**src/rtl/counter_ctrl_pkg.sv**
```systemverilog
// counter_ctrl_pkg: shared types and default constants for the counter
// sequencer.
//   counter_ctrl_state_t : sequencer FSM state encoding
//   CTRL_WIDTH           : default counter value width
//   CTRL_REP_W           : default repeat-field width
//   CTRL_TIMEOUT         : default RUN-cycle budget per run (watchdog builds)
package counter_ctrl_pkg;

  typedef enum logic [1:0] {
    ST_IDLE   = 2'd0,
    ST_LOAD   = 2'd1,
    ST_RUN    = 2'd2,
    ST_RESULT = 2'd3
  } counter_ctrl_state_t;

  localparam int CTRL_WIDTH   = 4;
  localparam int CTRL_REP_W   = 4;
  localparam int CTRL_TIMEOUT = 64;

endpackage

```
**src/rtl/counter_ctrl_wdog.sv**
```systemverilog
// counter_ctrl_wdog: RUN-cycle watchdog for the counter sequencer.
// Counts tick cycles since the last clr; expired pulses combinationally in the
// tick cycle that is the TIMEOUT-th one since clr.
// Ports:
//   clk_i    : clock
//   reset_i  : asynchronous reset, active-high
//   clr      : restart the count (held during LOAD)
//   tick     : one RUN cycle elapsed
//   expired  : TIMEOUT-th tick seen in this cycle
module counter_ctrl_wdog #(
  parameter int TIMEOUT = 64
) (
  input  logic clk_i,
  input  logic reset_i,
  input  logic clr,
  input  logic tick,
  output logic expired
);

  localparam int CW = $clog2(TIMEOUT + 1);
  localparam logic [CW-1:0] LAST = CW'(TIMEOUT - 1);

  logic [CW-1:0] count_q;

  assign expired = tick && (count_q == LAST);

  // Saturates at LAST: the sequencer leaves RUN on expiry anyway.
  always_ff @(posedge clk_i or posedge reset_i) begin
    if (reset_i) begin
      count_q <= '0;
    end else if (clr) begin
      count_q <= '0;
    end else if (tick && !expired) begin
      count_q <= count_q + 1'b1;
    end
  end

endmodule

```
**src/rtl/counter_ctrl.sv**
```systemverilog
// counter_ctrl: sequencer in front of a configurable counter. Accepts a job
// (init/inc/target/reps), loads the counter through its synchronous reset,
// enables it until done, repeats reps+1 times, then offers the last count.
// Optional feature macro: COUNTER_CTRL_TIMEOUT_EN adds a per-run watchdog
// (TIMEOUT RUN cycles) that aborts the job and flags res_err_o.
// Handshakes: a transfer happens on a rising clk_i edge where valid and ready
// are both high; the offering side holds its payload stable until then.
// Ports:
//   clk_i, reset_i                          : clock, async active-high reset
//   cfg_valid_i/cfg_ready_o                 : job handshake
//   cfg_init_i/cfg_inc_i/cfg_target_i       : counter settings for the job
//   cfg_reps_i                              : extra runs (job runs reps+1 times)
//   cnt_reset_o/cnt_enable_o                : counter sync reset / enable
//   cnt_init_o/cnt_inc_o/cnt_target_o       : registered counter settings
//   cnt_value_i/cnt_done_i                  : counter value / done (enable-qualified)
//   res_valid_o/res_ready_i                 : result handshake
//   res_value_o/res_runs_o/res_err_o        : captured value, runs done, timeout
//   busy_o                                  : not idle
//   state_o                                 : current FSM state (debug)
module counter_ctrl
  import counter_ctrl_pkg::*;
#(
  parameter int WIDTH   = CTRL_WIDTH,
  parameter int REP_W   = CTRL_REP_W,
  parameter int TIMEOUT = CTRL_TIMEOUT
) (
  input  logic                clk_i,
  input  logic                reset_i,
  input  logic                cfg_valid_i,
  output logic                cfg_ready_o,
  input  logic [WIDTH-1:0]    cfg_init_i,
  input  logic [WIDTH-1:0]    cfg_inc_i,
  input  logic [WIDTH-1:0]    cfg_target_i,
  input  logic [REP_W-1:0]    cfg_reps_i,
  output logic                cnt_reset_o,
  output logic                cnt_enable_o,
  output logic [WIDTH-1:0]    cnt_init_o,
  output logic [WIDTH-1:0]    cnt_inc_o,
  output logic [WIDTH-1:0]    cnt_target_o,
  input  logic [WIDTH-1:0]    cnt_value_i,
  input  logic                cnt_done_i,
  output logic                res_valid_o,
  input  logic                res_ready_i,
  output logic [WIDTH-1:0]    res_value_o,
  output logic [REP_W:0]      res_runs_o,
  output logic                res_err_o,
  output logic                busy_o,
  output counter_ctrl_state_t state_o
);

  counter_ctrl_state_t state_q, state_d;

  logic [REP_W-1:0] remaining_q;
  logic [WIDTH-1:0] res_value_q;
  logic [REP_W:0]   res_runs_q;
  logic             accept;
  logic             timeout_hit;

  assign accept = (state_q == ST_IDLE) && cfg_valid_i;

`ifdef COUNTER_CTRL_TIMEOUT_EN
  logic wdog_expired;
  logic res_err_q;

  counter_ctrl_wdog #(
    .TIMEOUT (TIMEOUT)
  ) u_wdog (
    .clk_i   (clk_i),
    .reset_i (reset_i),
    .clr     (state_q == ST_LOAD),
    .tick    (state_q == ST_RUN),
    .expired (wdog_expired)
  );

  // Done wins over a coincident expiry.
  assign timeout_hit = wdog_expired && !cnt_done_i;

  always_ff @(posedge clk_i or posedge reset_i) begin
    if (reset_i) begin
      res_err_q <= 1'b0;
    end else if (accept) begin
      res_err_q <= 1'b0;
    end else if (timeout_hit) begin
      res_err_q <= 1'b1;
    end
  end

  assign res_err_o = res_err_q;
`else
  assign timeout_hit = 1'b0;
  assign res_err_o   = 1'b0;
`endif

  always_ff @(posedge clk_i or posedge reset_i) begin
    if (reset_i) begin
      state_q <= ST_IDLE;
    end else begin
      state_q <= state_d;
    end
  end

  always_comb begin
    state_d = state_q;
    case (state_q)
      ST_IDLE:   if (cfg_valid_i) state_d = ST_LOAD;
      ST_LOAD:   state_d = ST_RUN;
      ST_RUN: begin
        if (cnt_done_i) begin
          state_d = (remaining_q == '0) ? ST_RESULT : ST_LOAD;
        end else if (timeout_hit) begin
          state_d = ST_RESULT;
        end
      end
      ST_RESULT: if (res_ready_i) state_d = ST_IDLE;
      default:   state_d = ST_IDLE;
    endcase
  end

  always_ff @(posedge clk_i or posedge reset_i) begin
    if (reset_i) begin
      cnt_init_o   <= '0;
      cnt_inc_o    <= '0;
      cnt_target_o <= '0;
      remaining_q  <= '0;
      res_value_q  <= '0;
      res_runs_q   <= '0;
    end else if (accept) begin
      cnt_init_o   <= cfg_init_i;
      cnt_inc_o    <= cfg_inc_i;
      cnt_target_o <= cfg_target_i;
      remaining_q  <= cfg_reps_i;
      res_value_q  <= '0;
      res_runs_q   <= '0;
    end else if (state_q == ST_RUN) begin
      if (cnt_done_i) begin
        res_value_q <= cnt_value_i;
        res_runs_q  <= res_runs_q + 1'b1;
        if (remaining_q != '0) remaining_q <= remaining_q - 1'b1;
      end else if (timeout_hit) begin
        res_value_q <= cnt_value_i;
        remaining_q <= '0;
      end
    end
  end

  assign cfg_ready_o  = (state_q == ST_IDLE);
  // Counter is held in reset whenever it is not running, so it never
  // wanders between jobs.
  assign cnt_reset_o  = (state_q != ST_RUN);
  assign cnt_enable_o = (state_q == ST_RUN);
  assign res_valid_o  = (state_q == ST_RESULT);
  assign res_value_o  = res_value_q;
  assign res_runs_o   = res_runs_q;
  assign busy_o       = (state_q != ST_IDLE);
  assign state_o      = state_q;

endmodule

```
**config.mk**
```make
export PLATFORM = sky130hd
export DESIGN_NAME = counter_ctrl
export DESIGN_NICKNAME = d
export VERILOG_FILES = /design/src/rtl/counter_ctrl_pkg.sv /design/src/rtl/counter_ctrl_wdog.sv /design/src/rtl/counter_ctrl.sv
export SDC_FILE = /design/constraint.sdc
export NUM_CORES = 1
export LEC_CHECK = 0
export CAP_MARGIN = 20
export CORE_MARGIN = 1
export CORE_UTILIZATION = 48
export CTS_BUF_LIST = sky130_fd_sc_hd__clkbuf_4
export DETAILED_ROUTE_END_ITERATION = 8
export PLACE_DENSITY = 0.87
export SYNTH_ARGS = -nofsm -noshare
export SYNTH_HDL_FRONTEND = slang
export SYNTH_SLANG_ARGS = --single-unit
```
**constraint.sdc**
```tcl
create_clock -name clk_i -period 2.8 [get_ports clk_i]
set_clock_uncertainty 0.15 [all_clocks]
set_input_delay 0.42 -clock clk_i [delete_from_list [all_inputs] [get_ports clk_i]]
set_output_delay 0.42 -clock clk_i [all_outputs]
set_load 0.05 [all_outputs]
```
==> out/results.txt, run 1 <==
CP cell instances: and2b_2 -> inv_1 -> clkdlybuf4s50_1
Max Fclk: 386 MHz
initial core utilization: 0.529
number of DRC markers in iteration 0: 16
CTS H-tree depth: 1
postcts setup bufs: 0
Reg2Reg Depth: 5
Crit Path Max Fanout: 12
worst min path class: input port to async pin
dpl ws: 476 ps
Syn Nets: 168
setup ws final: 210 ps
largest net degree at the start of global routing: 28
via count: 1178
total grt overflow: 0
Buffers on Ports: 52
Hold WS: 263 ps
sequential share of the synthesized area: 0.498
Power Dens Cells: 1250 mW/mm2
clock sink count: 27
share of the synthesized area in the top cell type: 0.498
synth warn: 0
Hold Vio Cnt, Final: 0
core area: 0.00257 mm2
Min Clock Period, post-route: 2590 ps
clock latency on the worst-skew pair: 340 ps
Mapped Area: 0.00136 mm2
setup_tns: 0 ps
number of remaining DRC errors: 0
first-pass detailed-route iteration total: 4
antenna violation net count after detailed routing: 0
drt wl/cell: 13.6 um
post-DP HPWL: 2290 um
Synth Flop Type: dfrtp_1
io pins: 54
WP data arrival: 2020 ps
Req. time, crit path: 2230 ps
Yosys reg bits: 27
Startpoint Class: register
Slowest-stage cell, CP: clkdlybuf4s50_1
final instance area: 0.00190 mm2
critical path class: register to primary output
headroom to the max-slew limit: 0.551
CTS root buf: clkbuf_4
CTS tree: done
Unique masters post-synth: 36
routed wire length: 2990 um
most instantiated cells after synthesis: nand2_1, dfrtp_1, a22o_1, inv_1, o21ai_0
most instantiated library cell after synthesis: nand2_1
EDFF count, synth: 0
Die Y: 55.2 um
status: finished, final reports clean
clock slew seen by the registers of the worst setup and hold paths: 150 ps
buffer depth of the longest clock path: 2
worst vdd ir: 0.851 mV
Die W: 55.2 um
DIE AREA: 0.00304 mm2
initial antenna violation count: 0
Tot GR Track Use: 0.210
Max stage delay on crit path: 790 ps
vias in the first global route: 970
Slew @ Worst Pin: 666 ps
layout cells sized above 1: 0.0737
first-pass GRT wire length: 4400 um
n_diodes: 0
# setup viols final: 0
Avg Cell Area, Syn: 9.70 um2
# nets final: 219
placement-stage cell area: 0.00187 mm2
Tcrit/Tclk final: 0.925
Max Cap Viol: 0
total CTS buffers: 3
post-synth top area cell: dfrtp_1
Final Max Tran Viols: 0
Mapped Cells: 140
Layout fillers: 180
RSZ-0062 raised after global routing: no
RePlAce Congestion: 0.827
largest cells by area after synthesis: dfrtp_1, nand2_1, a22o_1, ha_1, inv_1
DR vias/cell: 5.35
leak pwr: 0.899 nW
row count: 18
fraction of registers with async set/reset: 1.00
area grow syn2layout: 40.0%
CP Capture Type: primary output
==> path summary, 6_finish.rpt <==
kind | from | end | slack (ps)
max | state_o[0]$_DFFE_PP0P_ | cnt_reset_o | 210
min | reset_i | cnt_init_o[3]$_DFFE_PP0P_ | 260
max reg2reg | remaining_q[0]$_DFFE_PP0P_ | remaining_q[0]$_DFFE_PP0P_ | 1020
min reg2reg | res_runs_o[4]$_DFFE_PP0P_ | res_runs_o[4]$_DFFE_PP0P_ | 340
max in group asynchronous | reset_i | state_o[1]$_DFFE_PP0P_ | 1950
min in group clk_i | res_runs_o[4]$_DFFE_PP0P_ | res_runs_o[4]$_DFFE_PP0P_ | 340
==> final cells by class <==
class                   instances  area [um2]  area share
flip-flops and latches         27         677       0.356
multi-input cells              95         583       0.307
repair buffers                 54         536       0.282
inverters                      10        37.5      0.0197
well taps                      30        37.5      0.0197
clock buffers                   3        22.5      0.0118
clock inverters                 1        7.51     0.00395
==> repair_timing <==
action / CTS / global route
setup endpoints to repair: 0 / 2
gates resized for setup: 0 / 1
hold buffers: 0 / 0
==> metrics by stage <==
step            util  power (mW)  cells
2_1_floorplan      -        1.77    140
4_1_cts        0.740        2.39    220
6_report       0.740        2.38    220
3_3_place_gp   0.728        2.17    216
3_5_place_dp   0.728        2.22    216
5_1_grt        0.740        2.52    220
==> power by group <==
| part | internal [mW] | switching, mW | total (mW) | leakage (nW) |
|---|---|---|---|---|
| clock network | 0.0548 | 0.116 | 0.171 | 0.0139 |
| logic | 0.540 | 0.950 | 1.49 | 0.546 |
| registers | 0.553 | 0.170 | 0.723 | 0.339 |
==> worst max-delay path: cells and delay by family, from the launching register on <==
family,cells,cell delay (ps)
flops,1,580
buf+inv,2,840
simple gates,1,280
==> per-layer routing <==
metal  vias to the layer above  global-route usage  part of all wire
met5                         -                   0                 0
met1                       570               0.262              0.43
met3                         7              0.0519             0.043
met4                         0              0.0792             0.016
li1                        569                   -                 -
met2                        32               0.349              0.51
==> cell families (layout without fill, tap and decap cells) <==
group	after synthesis	in the layout	share of synthesized area
and+or+nand+nor	60	60	0.224
DFF	27	27	0.498
AOI/OAI and AO/OA	26	26	0.140
buffers and inverters	18	68	0.0728
adders and majority gates	3	3	0.0277
muxes	3	3	0.0221
xor gates and xnor gates	2	2	0.0129
other	1	1	0.00276
==> cells in the final DEF (no fill, tap or decap), types with 2 or more instances in the layout <==
| cell | instances |
|---|---|
| o21ai_0 | 5 |
| inv_1 | 10 |
| dfrtp_1 | 26 |
| and2b_2 | 2 |
| a22o_1 | 10 |
| ha_1 | 3 |
| nand2_1 | 40 |
| clkdlybuf4s50_1 | 52 |
| buf_4 | 2 |
| a21oi_1 | 2 |
| nor2_1 | 3 |
| nor3_1 | 2 |
| a31oi_1 | 2 |
| mux2i_1 | 3 |
| clkbuf_4 | 3 |
| xnor2_1 | 2 |
| nor2b_1 | 2 |
| nand4_1 | 2 |
==> flip-flops by register name, summed over array words and instances, names as in the netlist <==
register,cells
res_runs_o,5
state_o,2
remaining_q,4
res_value_o,4
cnt_init_o,4
cnt_target_o,4
cnt_inc_o,4
(Power assumes the default switching activity.)
==> run 2: changes to the inputs <==
Settings changed: ABC_AREA set to 1, CORE_UTILIZATION 48 to 47, TNS_END_PERCENT set to 5.
==> run 2 against run 1 <==
Setup slack improved by 150 ps. Synthesized cell count increased by 20%. Power is 2.0% lower. First-iteration DRC count decreased by 38%. Largest power group unchanged. Highest routed layer unchanged.
==> out/results.txt, run 2 <==
Syn Nets: 196
clock slew seen by the registers of the worst setup and hold paths: 170 ps
Post-Layout Cell Count: 251
EDFF count, synth: 0
leak pwr: 0.975 nW
initial core utilization: 0.511
via count: 1187
clock sink count: 27
Slew @ Worst Pin: 519 ps
CTS H-tree depth: 1
DR vias/cell: 4.73
# nets final: 250
WP data arrival: 1870 ps
RSZ-0062 raised after global routing: no
commonest non-fill, non-tap cell in the layout: nand2_1
post-DP HPWL: 2210 um
Post-Route Utilization: 0.731
number of remaining DRC errors: 0
sequential share of the synthesized area: 0.515
buffer depth of the longest clock path: 2
synth warn: 0
CP Capture Type: primary output
WL met2: 1500 um
Hold Vio Cnt, Final: 0
Buffers on Ports: 52
Tcrit/Tclk final: 0.871
largest family of logic cells by synthesized area: simple AND/OR/NAND/NOR gates
max reg flops: 5
Crit Path Max Fanout: 5
Switching Fraction: 0.538
Synth Area in Simple Gates: 0.358
antenna violation net count after detailed routing: 0
WL met1: 1210 um
DIE AREA: 0.00301 mm2
cts hold-fix bufs: 0
Max Fclk: 410 MHz
setup_tns: 0 ps
worst min path class: input port to async pin
reg2reg start: state_o[1]$_DFFE_PP0P_
Power Dens Cells: 1250 mW/mm2
largest cells by area after synthesis: dfrtp_1, nand2_1, inv_1, nand3_1, ha_1
routed wire length: 3000 um
Unique masters post-synth: 19
fraction of registers with async set/reset: 1.00
CTS tree: done
core area: 0.00257 mm2
Tot GR Track Use: 0.228
Synth Area in Compound Gates: 0.0229
total grt overflow: 0
Die Y: 54.8 um
Top Metal Used: met4
Setup crit end: cnt_enable_o
R2R setup slack: 1180 ps
drt wl/cell: 11.9 um
met3 WL: 223 um
Post-Synth XOR/XNOR Area: 0
RePlAce Congestion: 0.734
Req. time, crit path: 2230 ps
clock latency on the worst-skew pair: 330 ps
layout cells sized above 1: 0.0679
vias in the first global route: 1110
Synth Flop Type: dfrtp_1
Max Cap Viol: 0
Min Clock Period, post-route: 2440 ps
postcts setup bufs: 0
final instance area: 0.00188 mm2
total power: 2.34 mW
Yosys reg bits: 27
Final Max Tran Viols: 0
commonest cells after routing, fill and taps aside: nand2_1, clkdlybuf4s50_1, dfrtp_1
share of the synthesized area in the top cell type: 0.515
headroom to the max-slew limit: 0.653
number of DRC markers in iteration 0: 10
io pins: 54
initial antenna violation count: 0
placement-stage cell area: 0.00185 mm2
crit path from: state_o[0]$_DFFE_PP0P_
Gate power share: 0.641
Layout fillers: 204
sequential power share: 0.283
Startpoint Class: register
Worst R2R End: remaining_q[0]$_DFFE_PP0P_
Avg Cell Area, Syn: 7.81 um2
first-pass GRT wire length: 4790 um
post-placement cell count: 247
most instantiated cells after synthesis: nand2_1, dfrtp_1, inv_1
Die W: 54.8 um
first-pass detailed-route iteration total: 3
area grow syn2layout: 43.0%
CTS root buf: clkbuf_4
worst vdd ir: 0.973 mV
most instantiated library cell after synthesis: nand2_1
post-synth top area cell: dfrtp_1
total CTS buffers: 3
mux contribution to synthesized area: 0
critical path class: register to primary output
Mapped Area: 0.00131 mm2
status: finished, final reports clean
Reg2Reg Depth: 7
row count: 18
clock power share: 0.076
n_diodes: 0
Post-Synth Adder-Cell Area: 0.0286
P_int: 1.08 mW
Mapped Cells: 168
Switch Pwr: 1.26 mW
# setup viols final: 0
largest net degree at the start of global routing: 28
cts repair resizes: 0
-- run 2: changes by cell type in the layout (fill, tap and decap cells not counted), moves of 4 or more --
cell     change
nand2_1     +43
nor2_1       +6
inv_1        +4
nand3_1      +9
a22o_1      -10
-- run 2: routing by layer --
layer,vias up,global-route usage
met4,0,0.103
met1,532,0.248
met5,-,0
met3,6,0.0667
met2,45,0.402
li1,604,-
-- run 2: worst min path at each step --
stage	start	endpoint	slack (ps)	cells past startpoint
final	reset_i	cnt_init_o[3]$_DFFE_PP0P_	260	3
after global routing	reset_i	res_value_o[0]$_DFFE_PP0P_	300	3
after CTS	reset_i	res_value_o[0]$_DFFE_PP0P_	270	3
after detailed placement	res_value_o[0]$_DFFE_PP0P_	res_value_o[0]$_DFFE_PP0P_	320	2
after global placement	res_value_o[1]$_DFFE_PP0P_	res_value_o[1]$_DFFE_PP0P_	300	2
after floorplan	reset_i	cnt_inc_o[0]$_DFFE_PP0P_	320	1
-- run 2: power groups by stage --
stage / Clock [mW] / Sequential (mW) / Combinational [mW]
6_report: 0.178 / 0.661 / 1.50
5_1_grt: 0.196 / 0.682 / 1.62
4_1_cts: 0.185 / 0.662 / 1.51
3_5_place_dp: 0 / 0.667 / 1.50
3_3_place_gp: 0 / 0.658 / 1.46
2_1_floorplan: 0 / 1.13 / 0.575
-- run 2: logic make-up after synthesis --
kind of cell	count (synthesis)
fa+ha+maj	3
other cells	1
flops	27
buf+inv	21
simple gates	110
compound gates	6
-- run 2: metrics by stage --
stage / hold slack (ps) / setup slack (ps)
global route: 297 / 292
CTS: 274 / 349
detailed placement: 317 / 725
global placement: 305 / 764
floorplan: 321 / 848
finish: 259 / 362
-- run 2: worst max-delay path, stage by stage (launching register included) --
cell	delay [ps]
dfrtp_1	450
inv_1	130
nand2_4	90
inv_2	80
clkdlybuf4s50_1	790
-- run 2: cell type report --
type                    instances  area (um2)  area share
well taps                      30        37.5      0.0200
inverters                      17        63.8      0.0340
repair buffers                 53         528       0.281
clock inverters                 1        7.51     0.00400
clock buffers                   3        22.5      0.0120
flip-flops and latches         27         676       0.360
multi-input cells             120         542       0.289
==> run 3: changes to the inputs <==
Settings changed: SKIP_CTS_REPAIR_TIMING set to 1.
==> results of run 3 <==
Final layout, timing and power as in run 2 (identical DEF).
